## src/rtl/sha1_pkg.sv

```systemverilog
// Shared constants and FSM state encoding for the SHA-1 message padder.
package sha1_pkg;

  localparam int BLK_W     = 512;
  localparam int BLK_BYTES = 64;
  localparam int LEN_POS   = 56;
  localparam int LEN_BYTES = 8;
  localparam int IDX_W     = $clog2(BLK_BYTES);

  localparam logic [7:0] PAD_BYTE = 8'h80;

  typedef enum logic [2:0] {
    ST_COLLECT,
    ST_PAD,
    ST_SEND,
    ST_WAIT,
    ST_EXTRA
  } state_t;

endpackage

```

## src/rtl/sha1_blk_buf.sv

```systemverilog
// 64-byte block register: byte write, pad-at-index (0x80 then zeros),
// full clear, and big-endian insertion of the 64-bit length field.
module sha1_blk_buf
  import sha1_pkg::*;
#(
  parameter int LEN_W = 64
) (
  input  logic               clk,
  input  logic               rst_n,
  input  logic               clr,
  input  logic               wr_en,
  input  logic               pad_en,
  input  logic               len_en,
  input  logic [IDX_W-1:0]   idx,
  input  logic [7:0]         wr_data,
  input  logic [LEN_W-1:0]   len,
  output logic [BLK_W-1:0]   blk
);

  logic [7:0]             mem [BLK_BYTES];
  logic [8*LEN_BYTES-1:0] len_field;

  // Length field is always 64 bits; narrower counters zero-extend.
  assign len_field = 64'(len);

  always_ff @(posedge clk) begin
    // NOTE: this storage is reset explicitly because the block must read as
    // all zeros right after reset; plain data RAMs normally are not reset.
    if (!rst_n) begin
      for (int i = 0; i < BLK_BYTES; i++) mem[i] <= '0;
    end else begin
      if (clr) begin
        for (int i = 0; i < BLK_BYTES; i++) mem[i] <= '0;
      end else if (wr_en) begin
        mem[idx] <= wr_data;
      end else if (pad_en) begin
        for (int i = 0; i < BLK_BYTES; i++) begin
          if (i == int'(idx))     mem[i] <= PAD_BYTE;
          else if (i > int'(idx)) mem[i] <= '0;
        end
      end
      // Issued last so the length overrides any zeroing in the same cycle.
      if (len_en) begin
        for (int k = 0; k < LEN_BYTES; k++)
          mem[LEN_POS+k] <= len_field[8*(LEN_BYTES-1-k) +: 8];
      end
    end
  end

  always_comb begin
    blk = '0;
    for (int i = 0; i < BLK_BYTES; i++) blk[BLK_W-1-8*i -: 8] = mem[i];
  end

endmodule

```

## src/rtl/sha1_pad.sv

```systemverilog
// SHA-1 message padder: collects bytes into 512-bit blocks, appends 0x80,
// zero fill and the bit length, and hands blocks to the core via START/DONE.
module sha1_pad
  import sha1_pkg::*;
#(
  parameter int LEN_W = 64
) (
  input  logic             CLK,
  input  logic             nRST,
  input  logic [7:0]       DIN,
  input  logic             DIN_VALID,
  input  logic             DIN_LAST,
  output logic             DIN_READY,
  output logic             START,
  output logic [BLK_W-1:0] SHA1IN,
  output logic             FIRST_BLK,
  output logic             LAST_BLK,
  input  logic             DONE,
  output logic             BUSY
);

  state_t           state_q, state_d;
  logic [IDX_W-1:0] cnt_q, cnt_d;
  logic [LEN_W-1:0] len_q, len_d;
  logic             first_q, first_d;
  logic             last_q, last_d;
  logic             pend_q, pend_d;         // length-only block still owed
  logic             pad_pend_q, pad_pend_d; // full data block sent, pad owed

  logic buf_clr, buf_wr, buf_pad, buf_len;

  sha1_blk_buf #(.LEN_W(LEN_W)) u_buf (
    .clk     (CLK),
    .rst_n   (nRST),
    .clr     (buf_clr),
    .wr_en   (buf_wr),
    .pad_en  (buf_pad),
    .len_en  (buf_len),
    .idx     (cnt_q),
    .wr_data (DIN),
    .len     (len_q),
    .blk     (SHA1IN)
  );

  always_ff @(posedge CLK) begin
    // NOTE: sequential state uses non-blocking assignments so every register
    // samples the pre-edge values, independent of statement order.
    if (!nRST) begin
      state_q    <= ST_COLLECT;
      cnt_q      <= '0;
      len_q      <= '0;
      first_q    <= 1'b1;
      last_q     <= 1'b0;
      pend_q     <= 1'b0;
      pad_pend_q <= 1'b0;
    end else begin
      state_q    <= state_d;
      cnt_q      <= cnt_d;
      len_q      <= len_d;
      first_q    <= first_d;
      last_q     <= last_d;
      pend_q     <= pend_d;
      pad_pend_q <= pad_pend_d;
    end
  end

  always_comb begin
    // NOTE: every output of this block gets a default first, so no path can
    // leave one unassigned and infer a latch.
    state_d    = state_q;
    cnt_d      = cnt_q;
    len_d      = len_q;
    first_d    = first_q;
    last_d     = last_q;
    pend_d     = pend_q;
    pad_pend_d = pad_pend_q;
    buf_clr    = 1'b0;
    buf_wr     = 1'b0;
    buf_pad    = 1'b0;
    buf_len    = 1'b0;
    DIN_READY  = 1'b0;
    START      = 1'b0;

    unique case (state_q)
      ST_COLLECT: begin
        DIN_READY = 1'b1;
        if (DIN_VALID) begin
          buf_wr = 1'b1;
          cnt_d  = cnt_q + 1'b1;
          len_d  = len_q + LEN_W'(8);
          // A full block ships first; a final 64th byte pads a fresh block.
          if (cnt_q == IDX_W'(BLK_BYTES - 1)) begin
            state_d    = ST_SEND;
            pad_pend_d = DIN_LAST;
          end else if (DIN_LAST) begin
            state_d = ST_PAD;
          end
        end
      end

      ST_PAD: begin
        buf_pad    = 1'b1;
        pad_pend_d = 1'b0;
        cnt_d      = '0;
        if (cnt_q <= IDX_W'(LEN_POS - 1)) begin
          buf_len = 1'b1;
          last_d  = 1'b1;
        end else begin
          pend_d = 1'b1;
        end
        state_d = ST_SEND;
      end

      ST_SEND: begin
        START   = 1'b1;
        state_d = ST_WAIT;
      end

      ST_WAIT: begin
        if (DONE) begin
          first_d = 1'b0;
          last_d  = 1'b0;
          if (last_q) begin
            first_d = 1'b1;
            len_d   = '0;
          end
          if (pend_q)          state_d = ST_EXTRA;
          else if (pad_pend_q) state_d = ST_PAD;
          else                 state_d = ST_COLLECT;
        end
      end

      ST_EXTRA: begin
        buf_clr = 1'b1;
        buf_len = 1'b1;
        last_d  = 1'b1;
        pend_d  = 1'b0;
        state_d = ST_SEND;
      end

      default: state_d = ST_COLLECT;
    endcase
  end

  assign FIRST_BLK = first_q;
  assign LAST_BLK  = last_q;
  assign BUSY      = !((state_q == ST_COLLECT) && (cnt_q == '0));

endmodule

```

## config.mk

```make
export PLATFORM = sky130hd
export DESIGN_NAME = sha1_pad
export DESIGN_NICKNAME = d
export VERILOG_FILES = /design/src/rtl/sha1_pkg.sv /design/src/rtl/sha1_blk_buf.sv /design/src/rtl/sha1_pad.sv
export SDC_FILE = /design/constraint.sdc
export NUM_CORES = 1
export LEC_CHECK = 0
export CAP_MARGIN = 15
export CORE_AREA = 2 2 207 413
export DETAILED_ROUTE_END_ITERATION = 8
export DIE_AREA = 0 0 209 415
export PLACE_DENSITY = 0.48
export SLEW_MARGIN = 25
export SYNTH_ARGS = -nofsm -noshare
export SYNTH_HDL_FRONTEND = slang
export SYNTH_HIERARCHICAL = 1
export SYNTH_SLANG_ARGS = --single-unit
```

## constraint.sdc

```tcl
create_clock -name CLK -period 4.45 [get_ports CLK]
set_input_delay 0.89 -clock CLK [delete_from_list [all_inputs] [get_ports CLK]]
set_output_delay 0.89 -clock CLK [all_outputs]
set_load 0.01 [all_outputs]
```

* Word-level counts from Yosys, hierarchy flattened
Memory sizes are Yosys's and may differ from the RTL's.
Index checks and enable logic that the tools add are counted.
** Word-level totals
- Register bits after elaboration :: 77
- Output and inout port bits :: 517
- Memories :: 1
- Bits in writable memories :: 512
- Bits of input ports :: 13
- Logic and storage cells :: 1434
** Memory list
- u_buf.mem :: words 64, width 8, rd ports 64, clocked after memory_dff 0, wr ports 64, line sha1_blk_buf.sv:20 : logic [7:0] mem [BLK_BYTES];
** Operators by class
- Bitwise logic cells :: 199
- Mux-type cells :: 1068
- Reductions and logical operators :: 18
- Magnitude comparators :: 64
- Add/subtract/negate cells :: 2
- Equality and inequality tests :: 75
** Operator list (count)
- 2-to-1 mux 8 bit :: 200
- 2-to-1 mux 1 bit :: 851
- OR 1 bit :: 199
- equality test 6 bit, first input constant :: 32
- greater-than comparator 6 bit, first input constant :: 32
- 2-to-1 mux 64 bit :: 3
- one-hot mux 64 bit (2 select lines) :: 1
- equality test 5 x 6 -> 1 bit, first input constant :: 16
- greater-than comparator 5 x 6 -> 1 bit, first input constant :: 16
- adder 64 x 4 -> 64 bit, second input constant :: 1
- equality test 4 x 6 -> 1 bit, first input constant :: 8
- greater-than comparator 4 x 6 -> 1 bit, first input constant :: 8
- equality test 3 x 6 -> 1 bit, first input constant :: 4
- greater-than comparator 3 x 6 -> 1 bit, first input constant :: 4
- 2-to-1 mux 3 bit :: 5
- equality test 2 x 6 -> 1 bit, first input constant :: 2
- greater-than comparator 2 x 6 -> 1 bit, first input constant :: 2
- logical NOT 6 bit :: 2
- 2-to-1 mux 6 bit :: 2
- inequality test 2 bit, second input constant :: 6
- one-hot mux 3 bit (4 select lines) :: 1
- one-hot mux 6 bit (2 select lines) :: 1
- AND reduction 3 bit :: 3
- OR reduction 8 bit :: 1
- 19 further kinds :: 26

* Depth between registers and ports, before layout
Gate-level depths: netlist (run 1).
- Depth in word-level cells :: 10
- Gate-level depth with buffers :: 12
- Mapped depth without buffers :: 8

* By module
Netlist (run 1), hierarchy kept.
** Modules (own cells, without submodules)
- sha1_blk_buf :: times used 1, sequential area each 15374.7 um^2, area each 21297.9 um^2, cells each 1467
- sha1_pad :: times used 1, sequential area each 1481.4 um^2, area each 3582.2 um^2, cells each 438

* Worst setup path after synthesis (run 1)
No wires, ideal clock.
- Kind :: register -> register
- Start :: register state_q[0]
- End :: memory u_buf.mem[46][0], enable pin
- Required time :: 4.046 ns
- Slack :: 0.715 ns
- Buffers on the path :: 3
- Setup time :: 0.404 ns
- Cell stages (with the launch flop) :: 11
- Clock period less this slack :: 3.735 ns
- Arrival time :: 3.331 ns
- Cells stage by stage :: dfxtp_1 clkbuf_1 or3_1 inv_1 and2_2 clkbuf_1 buf_2 nand3b_4 nor2_1 nor2_1 o311ai_0
** RTL lines
- start, declared :: line sha1_pad.sv:22 : state_t state_q, state_d;
- start signal, assigned :: line sha1_pad.sv:57 : state_q <= state_d;
- end, declared :: line sha1_blk_buf.sv:20

* Worst setup path after layout (run 1)
- Start :: register cnt_q[1]
- End :: output BUSY
** On the way
- Word-level cells in the longest chain between the ends :: 3
** RTL lines
- start, declared :: line sha1_pad.sv:23 : logic [IDX_W-1:0] cnt_q, cnt_d;
- start signal, assigned :: line sha1_pad.sv:58 : cnt_q <= cnt_d;
- logical NOT 6 bit :: line sha1_pad.sv:147 : assign BUSY = !((state_q == ST_COLLECT) && (cnt_q == '0));
- logical AND 1 bit :: line sha1_pad.sv:147
- logical NOT 1 bit :: line sha1_pad.sv:147
- end, declared :: line sha1_pad.sv:19 : output logic BUSY
Every way passes these cells.

==> flow_summary.toml, run 1 <==
[outcome]
status = "finished clean"

[cts]
clk-insertion-delay-late_ns = 0.62
cts_sinks = 586
cts_root_buf = "clkbuf_16"
cts_hold_buffers = 0
htreeDepth = 2
clk_pin_slew_worst_paths_ns = 0.07
post_cts_buffers = 0
cts_tree = "done"
cts_buffer_depth = 3
numCtsBuffers = 54
cts_resized = 0

[timing]
drv_slew = 0
slew_headroom = 0.3229
clock.fmax_mhz = 262.3
tns_ns = 0
final-hold-violation-count = 0
rsz0062_at_grt = "no"
fin_crit_ns = 3.813
clock_skew_ns = 0.01194
worst_pin_slew_ns = 1.016
min_period_over_period = 0.8569
setup_viol = 0

[power]
finalPower_mw = 12.76
power-per-cell-area_nw_per_um2 = 383.1
cellLeakagePower_nw = 11.83
worst_ir_drop_vdd_mv = 0.2634

[die]
initial_core_util = 0.2979
die_y_microns = 415
core_sq_um = 83520
pin_count = 530
rows = 150
die-area_sq_um = 86740
die_x_microns = 209

[drt]
wl_per_cell_microns = 27.50
routed_wl_microns = 97500
drc = 0
top_layer = "met4"
num_vias = 17836
wl_met2_microns = 51120
drt-met1-wl_microns = 36360
vias_per_cell = 5.031
wl_met3_microns = 6820
antenna_left = 0
dr.pass1.iters = 6
first_iter_violations = 1359

[worst_hold_path]
hold_path_depth = 2
min_from = "pend_q"
min_to = "state_q[2]"
min_path_type = "reg2reg"

[logic_synthesis]
synthTopCellsByArea = "edfxtp_1 62%, and2_1 9.6%, dfxtp_1 6.0%"
synthCells = 1905
synth_top_flop_cell = "edfxtp_1"
yosys.area.top_type = "edfxtp_1"
synth_seq_cells = 586
syn-cell-area_sq_um = 24880
synthDominantCellAreaShare = 0.6180
synth_edf_count = 512
ys_warn_count = 6
synth_cell_types = 86
syn-mean-instance-area_sq_um = 13.06
seq_area_frac_synth = 0.6775
ys_async_sr_fraction = 0

[critical_path]
required_ns = 3.56
r2r_cells = 8
path_class = "reg2out"
rr_startpoint = "state_q[2]"
r2r-end = "u_buf/mem[43][4]"
ff2ff_setup_slack_ns = 0.94
path_max_fanout = 28
cp.arrival_ns = 2.92
crit_path_end_kind = "output port"
crit_path_start_kind = "register"

[global_route]
grt_remaining_overflow = 0
grt_pass1_vias = 18175
antenna_found_initial = 3
grt_pass1_wl_microns = 137200
grt_start_max_net_pins = 65
track_usage = 0.2202

[placed_design]
hpwl_microns = 71910
place.gp.congestion = 0.8580
place.port_buffers = 529

[finish]
syn_to_final_growth_pct = 33.90
final_common_cell = "clkdlybuf4s50_1"
drive_gt1_frac = 0.09685
final_cell_mix = "522 x clkdlybuf4s50_1, 512 x edfxtp_1, 380 x and2_1"
fill_cells = 7907
fin_nets = 2452

[run]
max-cap-violations = 0
[layout make-up]
cell class              instances  area, sq um  share of cell area
flip-flops and latches        586        16860              0.5061
clock buffers                  71         1476             0.04432
inverters                      20        75.07            0.002253
well taps                    1064         1331             0.03996
multi-input cells            1169         7423              0.2228
repair buffers                604         5921              0.1777
diodes                          3        7.507           0.0002253
clock inverters                28        221.5            0.006647
[cells by family (layout without fill, tap and decap cells)]
kind of cell,count (synthesis),count (layout),synth area share
buffers and inverters,152,723,0.02635
DFF,586,586,0.6775
and+or+nand+nor,861,861,0.2096
muxes,2,2,0.0008047
xor gates and xnor gates,28,28,0.009857
adders and majority gates,4,4,0.002012
AOI/OAI and AO/OA,271,271,0.07377
other,1,6,0.0001507
[sequential cells by signal, indices dropped and copies added, names as in the netlist]
register and flops:
FIRST_BLK 1, pad_pend_q 1, u_buf/mem 512, LAST_BLK 1, len_q 61, state_q 3
cnt_q 6, pend_q 1
[cells in the mapped netlist (all sizes together) (4+ instances only)]
| master | count |
|---|---|
| a211o | 6 |
| a21oi | 66 |
| a22o | 60 |
| a31oi | 5 |
| and2 | 383 |
| and3 | 27 |
| and3b | 4 |
| and4 | 6 |
| buf | 44 |
| clkbuf | 88 |
| dfxtp | 74 |
| edfxtp | 512 |
| ha | 4 |
| inv | 20 |
| nand2 | 62 |
| nand2b | 25 |
| nand3 | 38 |
| nand3b | 11 |
| nand4 | 26 |
| nor2 | 128 |
| nor2b | 8 |
| nor3 | 47 |
| nor4 | 15 |
| o211ai | 5 |
| o21a | 4 |
| o21ai | 78 |
| o311ai | 4 |
| o31ai | 14 |
| or2 | 11 |
| or3 | 45 |
| or3b | 5 |
| or4 | 6 |
| or4b | 5 |
| xnor2 | 13 |
| xor2 | 15 |
[how the worst max path moves through the flow]
| stage | from | endpoint | slack, ns | cells past startpoint |
|---|---|---|---|---|
| CTS | cnt_q[1] | BUSY | 0.55 | 6 |
| global route | cnt_q[1] | BUSY | 0.52 | 6 |
| floorplan | state_q[0] | u_buf/mem[46][0] | 0.72 | 10 |
| finish | cnt_q[1] | BUSY | 0.64 | 6 |
| detailed placement | DIN_VALID | u_buf/mem[42][3] | 0.49 | 6 |
| global placement | DIN_VALID | u_buf/mem[34][0] | 0.62 | 6 |
[routing by layer]
metal	vias up	GRT usage
met2	818	0.4037
met5	-	0
met4	0	0.07845
met3	148	0.04887
met1	8902	0.2484
li1	7968	-
[per-stage QoR]
step / util / instances / worst slack [ns] / hold WS (ns) / area (sq um)
CTS: 0.3988 / 3542 / 0.5461 / 0.4829 / 33300
global route: 0.3988 / 3543 / 0.5233 / 0.5129 / 33310
finish: 0.3989 / 3545 / 0.6369 / 0.4735 / 33320
detailed placement: 0.3784 / 3443 / 0.4949 / 0.4646 / 31610
floorplan: - / 1907 / 0.7151 / 0.4180 / 24890
global placement: 0.3781 / 3442 / 0.6208 / 0.4607 / 31580
[critical path: stages (launching register included)]
cell and delay, ns:
dfxtp_1 0.33, buf_4 0.24, inv_1 0.11, ha_1 0.14, or4b_2 0.57, or3_1 0.34
clkdlybuf4s50_1 0.57
[report_power, final]
part           internal, mW  switching (mW)  leakage, nW  total, mW
Clock                  2.51            2.10        0.836       4.61
Combinational         0.684           0.976         5.04       1.66
Sequential             6.33           0.162         5.95       6.49
Total                  9.52            3.24         11.8       12.8
No activity file was read; power rests on OpenSTA's default activity.
==> run 2, diff against run 1 <==
--- a/config.mk
+++ b/config.mk
@@ -5,11 +5,12 @@
 export SDC_FILE = /design/constraint.sdc
 export NUM_CORES = 1
 export LEC_CHECK = 0
+export ABC_AREA = 1
 export CAP_MARGIN = 15
-export CORE_AREA = 2 2 207 413
+export CORE_AREA = 2 2 205 408
 export DETAILED_ROUTE_END_ITERATION = 8
-export DIE_AREA = 0 0 209 415
-export PLACE_DENSITY = 0.48
+export DIE_AREA = 0 0 207 410
+export PLACE_DENSITY = 0.49
 export SLEW_MARGIN = 25
 export SYNTH_ARGS = -nofsm -noshare
 export SYNTH_HDL_FRONTEND = slang
==> constraint.sdc (replaced) <==
create_clock -name CLK -period 3.64 [get_ports CLK]
set_input_delay 0.728 -clock CLK [delete_from_list [all_inputs] [get_ports CLK]]
set_output_delay 0.728 -clock CLK [all_outputs]
set_load 0.01 [all_outputs]
==> run 2 against run 1 <==
Core utilization is 0.75 points higher. Register-to-register slack got worse by 0.49 ns. Non-clock buffer count increased by 47. Clock skew increased by 0.012 ns. Total power increased by 58%. Critical path depth rose by 4. Die area decreased by 2.2%. Via count is 9.7% higher. Final cell count increased by 14%. Wire length decreased by 0.45%. Highest routed layer is now met5.
==> flow_summary.toml, run 2 <==
[placed_design]
place.port_buffers = 529
dpl_cell_area_sq_um = 31550
place.gp.congestion = 0.9030
hpwl_microns = 74100

[worst_hold_path]
min_from = "pend_q"
min_path_type = "reg2reg"

[logic_synthesis]
synth_edf_count = 512
syn-mean-instance-area_sq_um = 10.50
ys_warn_count = 6
synth_top_flop_cell = "edfxtp_1"
synth_common_cells = "643 x nor2_1, 512 x edfxtp_1, 384 x nand2_1, 143 x nand3_1, 137 x inv_1"
synth_cell_types = 39
synthCells = 2312
yosys.area.top_type = "edfxtp_1"
syn-cell-area_sq_um = 24280
ys_async_sr_fraction = 0
synth_seq_cells = 586
synthTopCellsByArea = "edfxtp_1 63%, nor2_1 9.9%, dfxtp_1 6.1%"
seq_area_frac_synth = 0.6944
synth_most_common_cell = "nor2_1"
synthDominantCellAreaShare = 0.6333

[global_route]
track_usage = 0.2222
grt_start_max_net_pins = 61
grt_pass1_wl_microns = 138300
grt_remaining_overflow = 0
grt_pass1_vias = 19045
antenna_found_initial = 2

[finish]
fin_nets = 2949
drive_gt1_frac = 0.09079
diodes = 0
largest-register = "u_buf/mem"
syn_to_final_growth_pct = 37.32
final_cell_area_sq_um = 33330
largest_register_ffs = 512
reg_top3 = "u_buf/mem: 512 flops, len_q: 61 flops, cnt_q: 6 flops"
final_common_cell = "nor2_1"
final_cell_mix = "640 x nor2_1, 529 x clkdlybuf4s50_1, 512 x edfxtp_1"

[cts]
cts_tree = "done"
numCtsBuffers = 53
cts_resized = 0
clk_pin_slew_worst_paths_ns = 0.07
cts_root_buf = "clkbuf_16"
cts_hold_buffers = 0
cts_sinks = 586
post_cts_buffers = 0
cts_buffer_depth = 3
clk-insertion-delay-late_ns = 0.65
htreeDepth = 2

[die]
die_y_microns = 410
initial_core_util = 0.2959
rows = 149
die-area_sq_um = 84870
core_sq_um = 82030
die_x_microns = 207
pin_count = 530

[outcome]
status = "finished clean"

[timing]
worst_pin_slew_ns = 0.9011
drv_slew = 0
setup_viol = 0
clock.fmax_mhz = 313.3
min_period_over_period = 0.8769
fin_crit_ns = 3.192
slew_headroom = 0.3966
clock_skew_ns = 0.02379
tns_ns = 0
final-hold-violation-count = 0
rsz0062_at_grt = "no"

[critical_path]
crit_path_start_kind = "register"
required_ns = 3.90
cp.buffers_inverters = 4
cpPeakStageDelay_ns = 0.73
crit_path_end_kind = "register"
crit_path_cell_trace = "inv_1 > nand2_1 > inv_1 > nand2_1 > inv_1 > inv_1 > nand2_1 > nor2_1 > nand2_1 > o211ai_1"
cp_slowest_cell = "o211ai_1"
startpoint = "state_q[1]"
cp_top_family = "simple AND/OR/NAND/NOR gates"
rr_startpoint = "state_q[1]"
cp.arrival_ns = 3.45
path_max_fanout = 9
path_class = "reg2reg"

[power]
worst_ir_drop_vdd_mv = 0.3985
power-per-cell-area_nw_per_um2 = 606.4
cellLeakagePower_nw = 12.43
finalPower_mw = 20.21

[drt]
first_iter_violations = 1545
dr.pass1.iters = 6
num_vias = 19571
routed_wl_microns = 97050
drc = 0
antenna_left = 0
wl_per_cell_microns = 24.08
vias_per_cell = 4.855

[run]
max-cap-violations = 0
==> run 2: worst min-delay path, stage by stage (launching register included) <==
cell and delay [ns]:
dfxtp_1 0.31, inv_1 0.06, nor4_1 0.05
==> run 2: stage by stage <==
stage	utilization	hold slack, ns	worst slack [ns]	cells
final	0.4064	0.4682	0.4482	4031
after floorplan	-	0.4378	1.018	2314
after detailed placement	0.3846	0.4572	0.04204	3934
after global placement	0.3846	0.4565	0.1546	3934
after global routing	0.4064	0.5089	0.1305	4031
after CTS	0.4064	0.4683	0.4563	4031
==> run 2: final timing paths <==
check | slack, ns | depth (start not counted) | endpoint
setup / recovery | 0.45 | 10 | u_buf/mem[54][3]
hold / removal | 0.47 | 2 | state_q[2]
setup reg to reg | 0.45 | 10 | u_buf/mem[54][3]
hold reg to reg | 0.47 | 2 | state_q[2]
==> run 2: routing by layer <==
metal	wire length, microns	up-vias	track usage
li1	-	9029	-
met1	39640	9513	0.2771
met2	46420	873	0.3720
met3	7684	152	0.05912
met4	3284	4	0.07488
met5	27	-	0
==> run 2: final cells by class <==
type / count / area, sq um
clock inverter: 35 / 402.9
sequential: 586 / 16860
multi-input combinational: 1486 / 6459
tap: 1057 / 1323
clock buffer: 62 / 1380
timing repair buffer: 651 / 6336
fill: 8011 / 48690
inverter: 154 / 578.1
==> run 2: power by group <==
part / internal (mW) / switching, mW / leakage (nW) / total [mW]
clock: 3.17 / 2.66 / 0.849 / 5.83
combinational: 2.18 / 2.97 / 5.60 / 5.15
sequential: 8.67 / 0.567 / 5.98 / 9.24
==> run 2: logic make-up after synthesis <==
logic type | count (synthesis) | synth area share
flops | 586 | 0.6944
fa+ha+maj | 4 | 0.002062
buf+inv | 242 | 0.04092
compound gates | 172 | 0.03654
other cells | 1 | 0.0001545
simple gates | 1307 | 0.2260
==> run 3, diff against run 2 <==
--- a/config.mk
+++ b/config.mk
@@ -6,7 +6,7 @@
 export NUM_CORES = 1
 export LEC_CHECK = 0
 export ABC_AREA = 1
-export CAP_MARGIN = 15
+export CAP_MARGIN = 10
 export CORE_AREA = 2 2 205 408
 export DETAILED_ROUTE_END_ITERATION = 8
 export DIE_AREA = 0 0 207 410
==> results of run 3 <==
Same layout as run 2: the final DEF is identical, and so are final timing and power.
